==> src/rtl/iob_reset_seq_pkg.sv <==
// Shared types and helpers for the staged reset sequencer.
package iob_reset_seq_pkg;

  localparam int STATE_W = 3;

  typedef enum logic [STATE_W-1:0] {
    WAIT_LOCK = 3'd0,
    STABLE    = 3'd1,
    RELEASE   = 3'd2,
    RUN       = 3'd3,
    HOLD      = 3'd4
  } state_e;

  // Width of a counter that must reach the largest of the three intervals.
  function automatic int cnt_width(input int a, input int b, input int c);
    int m;
    m = a;
    if (b > m) m = b;
    if (c > m) m = c;
    return $clog2(m + 1);
  endfunction

endpackage

==> src/rtl/iob_sync_2ff.sv <==
// Generic two-flop synchronizer, async active-low reset, resets to 0.
module iob_sync_2ff #(
  parameter int WIDTH = 1
) (
  input  logic             clk_i,
  input  logic             arst_n_i,
  input  logic [WIDTH-1:0] d_i,
  output logic [WIDTH-1:0] q_o
);

  logic [WIDTH-1:0] s1_d, s1_q;
  logic [WIDTH-1:0] s2_d, s2_q;

  // Next values: plain shift through the two metastability stages.
  always_comb begin
    s1_d = d_i;
    s2_d = s1_q;
  end

  // Synchronizer flops.
  always_ff @(posedge clk_i or negedge arst_n_i) begin
    if (!arst_n_i) begin
      s1_q <= '0;
      s2_q <= '0;
    end else begin
      s1_q <= s1_d;
      s2_q <= s2_d;
    end
  end

  assign q_o = s2_q;

endmodule

==> src/rtl/iob_reset_sequencer.sv <==
// Staged reset sequencer: waits for a stable PLL lock, releases resets one
// stage at a time, and slams them all back on lock loss or software request.
module iob_reset_sequencer
  import iob_reset_seq_pkg::*;
#(
  parameter int N_STAGES    = 3,
  parameter int LOCK_CYCLES = 1024,
  parameter int STAGE_DELAY = 16,
  parameter int HOLD_CYCLES = 32,
  parameter int CNT_W       = 8
) (
  input  logic                clk_i,
  input  logic                arst_n_i,
  input  logic                locked_i,
  input  logic                sw_rst_i,
  output logic [N_STAGES-1:0] rst_o,
  output logic                ready_o,
  output logic                busy_o,
  output logic [CNT_W-1:0]    loss_cnt_o
);

  localparam int CW = cnt_width(LOCK_CYCLES, STAGE_DELAY, HOLD_CYCLES);
  localparam int KW = $clog2(N_STAGES) + 1;

  localparam logic [CW-1:0] LOCK_LAST  = CW'(LOCK_CYCLES - 1);
  localparam logic [CW-1:0] STAGE_LAST = CW'(STAGE_DELAY - 1);
  localparam logic [CW-1:0] HOLD_LAST  = CW'(HOLD_CYCLES - 1);
  localparam logic [KW-1:0] K_LAST     = KW'(N_STAGES - 1);

  logic lk;

  state_e              st_d, st_q;
  logic [CW-1:0]       cnt_d, cnt_q;
  logic [KW-1:0]       k_d, k_q;
  logic [N_STAGES-1:0] rst_d, rst_q;
  logic                ready_d, ready_q;
  logic                busy_d, busy_q;
  logic [CNT_W-1:0]    loss_d, loss_q;

  iob_sync_2ff #(.WIDTH(1)) u_lock_sync (
    .clk_i    (clk_i),
    .arst_n_i (arst_n_i),
    .d_i      (locked_i),
    .q_o      (lk)
  );

  // Next-state and next-output logic; lock loss and sw request override
  // the per-state behaviour, with lock loss taking priority.
  always_comb begin
    st_d    = st_q;
    cnt_d   = cnt_q;
    k_d     = k_q;
    rst_d   = rst_q;
    ready_d = ready_q;
    loss_d  = loss_q;

    case (st_q)
      WAIT_LOCK: begin
        rst_d   = '1;
        ready_d = 1'b0;
        cnt_d   = '0;
        if (lk) st_d = STABLE;
      end
      STABLE: begin
        if (!lk) begin
          st_d  = WAIT_LOCK;
          cnt_d = '0;
        end else if (cnt_q == LOCK_LAST) begin
          st_d  = RELEASE;
          cnt_d = '0;
          k_d   = '0;
        end else begin
          cnt_d = cnt_q + 1'b1;
        end
      end
      RELEASE: begin
        if (cnt_q == STAGE_LAST) begin
          cnt_d = '0;
          // Drop exactly the stage currently pointed at by k.
          for (int i = 0; i < N_STAGES; i++) begin
            if (KW'(i) == k_q) rst_d[i] = 1'b0;
          end
          k_d = k_q + 1'b1;
          if (k_q == K_LAST) begin
            st_d    = RUN;
            ready_d = 1'b1;
          end
        end else begin
          cnt_d = cnt_q + 1'b1;
        end
      end
      RUN: begin
        rst_d   = '0;
        ready_d = 1'b1;
      end
      HOLD: begin
        if (cnt_q == HOLD_LAST) begin
          st_d  = RELEASE;
          cnt_d = '0;
          k_d   = '0;
        end else begin
          cnt_d = cnt_q + 1'b1;
        end
      end
      default: begin
        st_d    = WAIT_LOCK;
        rst_d   = '1;
        ready_d = 1'b0;
        cnt_d   = '0;
        k_d     = '0;
      end
    endcase

    if (st_q == RELEASE || st_q == RUN || st_q == HOLD) begin
      if (!lk) begin
        st_d    = WAIT_LOCK;
        rst_d   = '1;
        ready_d = 1'b0;
        cnt_d   = '0;
        k_d     = '0;
        if (loss_q != '1) loss_d = loss_q + 1'b1;
      end else if (sw_rst_i && st_q != HOLD) begin
        st_d    = HOLD;
        rst_d   = '1;
        ready_d = 1'b0;
        cnt_d   = '0;
        k_d     = '0;
      end
    end

    busy_d = (st_d != RUN);
  end

  // FSM state, counters and registered outputs.
  always_ff @(posedge clk_i or negedge arst_n_i) begin
    if (!arst_n_i) begin
      st_q    <= WAIT_LOCK;
      cnt_q   <= '0;
      k_q     <= '0;
      rst_q   <= '1;
      ready_q <= 1'b0;
      busy_q  <= 1'b1;
      loss_q  <= '0;
    end else begin
      st_q    <= st_d;
      cnt_q   <= cnt_d;
      k_q     <= k_d;
      rst_q   <= rst_d;
      ready_q <= ready_d;
      busy_q  <= busy_d;
      loss_q  <= loss_d;
    end
  end

  assign rst_o      = rst_q;
  assign ready_o    = ready_q;
  assign busy_o     = busy_q;
  assign loss_cnt_o = loss_q;

endmodule

==> config.mk <==
export PLATFORM = sky130hd
export DESIGN_NAME = iob_reset_sequencer
export DESIGN_NICKNAME = d
export VERILOG_FILES = /design/src/rtl/iob_reset_seq_pkg.sv /design/src/rtl/iob_sync_2ff.sv /design/src/rtl/iob_reset_sequencer.sv
export SDC_FILE = /design/constraint.sdc
export NUM_CORES = 1
export LEC_CHECK = 0
export ABC_AREA = 0
export CORE_MARGIN = 1.5
export CORE_UTILIZATION = 60
export DETAILED_ROUTE_END_ITERATION = 8
export PLACE_DENSITY = 0.93
export REMOVE_ABC_BUFFERS = 1
export SLEW_MARGIN = 20
export SYNTH_ARGS = -nofsm -noshare
export SYNTH_HDL_FRONTEND = slang
export SYNTH_SLANG_ARGS = --single-unit
==> constraint.sdc <==
create_clock -name clk_i -period 5.1 [get_ports clk_i]
set_input_delay 0.51 -clock clk_i [delete_from_list [all_inputs] [get_ports clk_i]]
set_output_delay 0.51 -clock clk_i [all_outputs]
set_load 0.02 [all_outputs]
==> run summary <==
The flow ran to the end, and the final reports show no timing, DRC or antenna violations. The setup check on the worst reg-to-reg path leaves a slack of around 2.3 ns. The Yosys step of the flow raised 0 warnings. The instance count on the critical path is 6. For the pin with the worst max-slew slack, the measured transition is approximately 1.1 ns. The number of antenna cells inserted came out at 0.

The count of non-filler cells in the finished layout is 246. The critical register-to-register path endpoint is cnt_q[4]$_DFF_PN0_. The number of vias in the routed layout came out at around 1.6k. The number of hold violations in the final report came to 0.

The global-route wire length before repair came out at between 7 and 8 mm. Counting tap cells, the placed design contains a total of around 240 instances. The net count reported at finish came out at between 200 and 250. The worst setup path is captured at a flop. The maximum clock insertion buffer count came out at 2.

The clock network power share is roughly a third. The count of buffers added by post-CTS timing repair for setup is 0. The share of the synthesized area in compound gates (AO/OA/AOI/OAI) came out at 20.3%. Walking the worst path, the cells encountered are ha_1, nand3_1, nor4_1, nor2b_1, a2bb2o_1, a21oi_1. The internal power of the cells totals 0.337 mW. The number of flops mapped to enable cells by yosys is 0.

The DRC violations left came out at 0. The worst hold path terminates at u_lock_sync.q_o$_DFF_PN0_. The effective utilization at floorplan came out at 64.7%.

The average instance in the mapped netlist occupies just over 9 um2. The deepest level of the CTS H-tree is 2. The total overflow left after global routing is 0. The count of cells along the worst register-to-register path came out at 6.

The worst register-to-register path begins at cnt_q[0]$_DFF_PN0_. The largest net degree at the start of global routing is 33. On the critical path, the stage with the largest delay is an instance of nor4_1. The share of synthesized area spent on multiplexers is 0.615%. The die outline height is between 50 and 60 um. The number of sinks on the clock net is 32. The signed area change from the synthesized netlist to the final layout is 11.6%. Synthesis produced a netlist whose cell count is about 200.

The fraction of power spent switching nets came out at between 20% and 30%. In the synthesized netlist the async set-or-reset flop fraction comes to between 90% and 100%. The core footprint came out at between 2000 and 3000 um2.

The violation count after the first detailed-routing iteration is between 100 and 150. The number of antenna violations at the first check in global routing came out at 0. Combinational cells account for approximately 6.4% of the total power. Setup repair after global routing left no endpoint under its margin. Measured against its own limit, the worst slew margin works out to 25.5%. The top fanout value on the critical path is 10. Of the total synthesized cell area, the portion taken by full adders, half adders and majority gates is just over 4%. Measured along the x axis, the die boundary spans around 58 um. The share of post-route cells with drive strength above 1 is 9.30%. The number of stages on the worst hold path came out at 0. The worst setup path startpoint is cnt_q[0]$_DFF_PN0_. The maximum vdd ir drop is about 0.17 mV. The clock tree from TritonCTS is yes. The final estimated routing congestion in global placement came out at around 0.95. The leakage power is 0.807 nW. Wires add up to about 4.2 mm. The portion of the clock cycle consumed by the worst path in the final layout is approximately 56%. The setup total negative slack came out at 0 ns. The count of buffers from port buffering came out at 16.

The post-synthesis xor/xnor area fraction came out at ~4.3%. The number of nets still failing antenna checks after routing came out at 0. The tree is rooted in a clkbuf_4. Of all cell types, the one taking the most synthesized area is dfrtp_1. The worst setup path is launched from a flop. The synthesized netlist devotes approximately 22% of its cell area to simple gates. On the critical path the largest part of the delay comes from simple AND/OR/NAND/NOR gates.

The switching power summed over all nets came out at around 0.11 mW. At the worst endpoint, the arrival time is roughly 3.0 ns. The placed instances occupy a cell area of about 2000 um2.

In the synthesized netlist the dominant register cell turns out to be dfrtp_1. At the worst endpoint, the required time is about 5.3 ns. The path class of the tightest hold or removal check is flop to flop.

The setup path with the least slack is of type flop to flop. After synthesis the cells add up to 1830 um2. The max-slew violation total from the final report is 0. The number of max-cap violations is 0.

The number of distinct library cells after synthesis came out at 48. The post-cts sizing count is 0. The per-cell via count in the routed design came out at ~6.7.

The share of Yosys cell area claimed by the top area cell type came out at around two fifths. Setup violations remaining at the end of the flow were counted as 0. The row count came out at 19.

The average routed wire per standard cell came out at approximately 17 um. The finished cells cover 2040 um2. Yosys attributes the largest share of cell area to dfrtp_1, dfstp_2, nand2_1. The full die area is between 3000 and 4000 um2. The startpoint identified for the worst hold timing path is u_lock_sync.s1_q$_DFF_PN0_. The via count of the first global-routing pass is around 1.6k. After clock tree synthesis, the clock-pin slew on the worst setup and hold paths is 0.10 ns. The number of buffers inserted during clock tree synthesis came out at 5. The later-pin clock latency in the skew report is around 0.34 ns. The hold buffer count at cts came out at 0. The number of search-and-repair iterations in the first detailed-routing pass is 5.

Timing would allow up to about 350 MHz. On the worst path, the slowest cell contributes a delay of approximately 0.91 ns. By area, the combinational part of the netlist is dominated by simple AND/OR/NAND/NOR gates. The final clock skew came out at between 0.01 and 0.015 ns. In this run the power density over the cells is 217 nW/um2. Global routing used 28.1% of the available tracks. Summed over all nets, the half-perimeter wirelength after detailed placement is 2.87 mm. The share of synthesized area occupied by flip-flops and latches is between 40 and 50%. Together, buffers and inverters on the worst path number 0. Of the total power, registers draw roughly three fifths. The number of placed I/O pins came out at 17. The final standard cell utilization of the core came out at approximately 72%. The final period demand of the worst path is roughly 2.8 ns.

Synthesis inferred 32 register bits.
-- worst reg2reg max path: stages (launching register included) --
cell and delay [ns]:
dfrtp_1 0.44, ha_1 0.24, nand3_1 0.26, nor4_1 0.91, nor2b_1 0.39, a2bb2o_1 0.37, a21oi_1 0.06
-- stage by stage --
stage / power [mW] / worst slack [ns] / hold slack [ns]
after global placement: 0.294 / 2.66 / 0.341
after detailed placement: 0.295 / 2.48 / 0.339
after CTS: 0.446 / 2.34 / 0.368
after global routing: 0.459 / 2.06 / 0.372
final: 0.443 / 2.26 / 0.368
after floorplan: 0.280 / 2.89 / 0.214
-- layer usage --
metal  track usage, %  vias to the layer above  share of wire [%]
li1                 -                      755                  -
met1             34.8                      801                 41
met2             44.8                       72                 49
met3             8.48                       16                7.3
met4             13.6                        0                2.2
met5                0                        -                  0
-- kinds of logic (layout without fill, tap and decap cells) --
family	after synthesis	in the layout
AND/OR/NAND/NOR	82	82
AO/OA/AOI/OAI	53	53
flip-flops	32	32
buffers and inverters	18	32
XOR/XNOR	9	9
adder cells (fa/ha/maj)	6	6
multiplexers	1	1
-- sequential cells by signal, indices dropped and copies added (netlist names) --
register / flops
cnt_q: 11
u_lock_sync.q_o: 1
busy_o: 1
u_lock_sync.s1_q: 1
rst_o: 3
st_q: 3
k_q: 3
loss_cnt_o: 8
ready_o: 1
-- synthesized netlist by cell type (3+ instances only) --
cell type	count
inv_1	7
nor4_1	3
dfrtp_1	28
nor3_1	9
ha_1	6
xnor2_1	4
nand2b_1	3
a211oi_1	8
clkbuf_1	6
a21oi_1	12
o22ai_1	3
nor2_1	14
buf_2	4
a31o_2	3
nand3_1	9
o21ai_0	6
nor2b_1	4
xor2_1	5
nand4_1	5
a31oi_1	4
nand2_1	24
dfstp_2	4
-- worst max-delay path by stage --
stage          slack [ns]            endpoint
6_report             2.26  cnt_q[4]$_DFF_PN0_
5_1_grt              2.06  cnt_q[4]$_DFF_PN0_
4_1_cts              2.34  cnt_q[4]$_DFF_PN0_
3_5_place_dp         2.48  cnt_q[4]$_DFF_PN0_
3_3_place_gp         2.66  cnt_q[4]$_DFF_PN0_
2_1_floorplan        2.89  cnt_q[2]$_DFF_PN0_
-- power groups by stage --
stage,clock network [mW],registers (mW),logic [mW]
5_1_grt,0.165,0.263,0.0311
6_report,0.152,0.263,0.0282
3_3_place_gp,0,0.267,0.0269
4_1_cts,0.155,0.262,0.0282
2_1_floorplan,0,0.269,0.0117
3_5_place_dp,0,0.267,0.0281
-- cell usage in the layout, fill, tap and decap left out, drive strengths merged, types with 4 or more instances in the layout --
| cell type | n |
|---|---|
| xor2 | 5 |
| nand3 | 9 |
| a211oi | 9 |
| clkdlybuf4s50 | 16 |
| inv | 7 |
| nor3 | 9 |
| dfrtp | 28 |
| clkbuf | 8 |
| nor2 | 14 |
| xnor2 | 4 |
| a31oi | 4 |
| o21ai | 7 |
| a21oi | 12 |
| dfstp | 4 |
| nand4 | 5 |
| nor2b | 4 |
| ha | 6 |
| nand2 | 24 |
-- area by class of cell --
class                   instances  area, um2
clock buffers                   8       58.8
fillers                       208        787
inverters                       7       26.3
multi-input cells             151        945
flip-flops and latches         32        806
well taps                      31       38.8
repair buffers                 17        168
(Power assumes the default switching activity.)
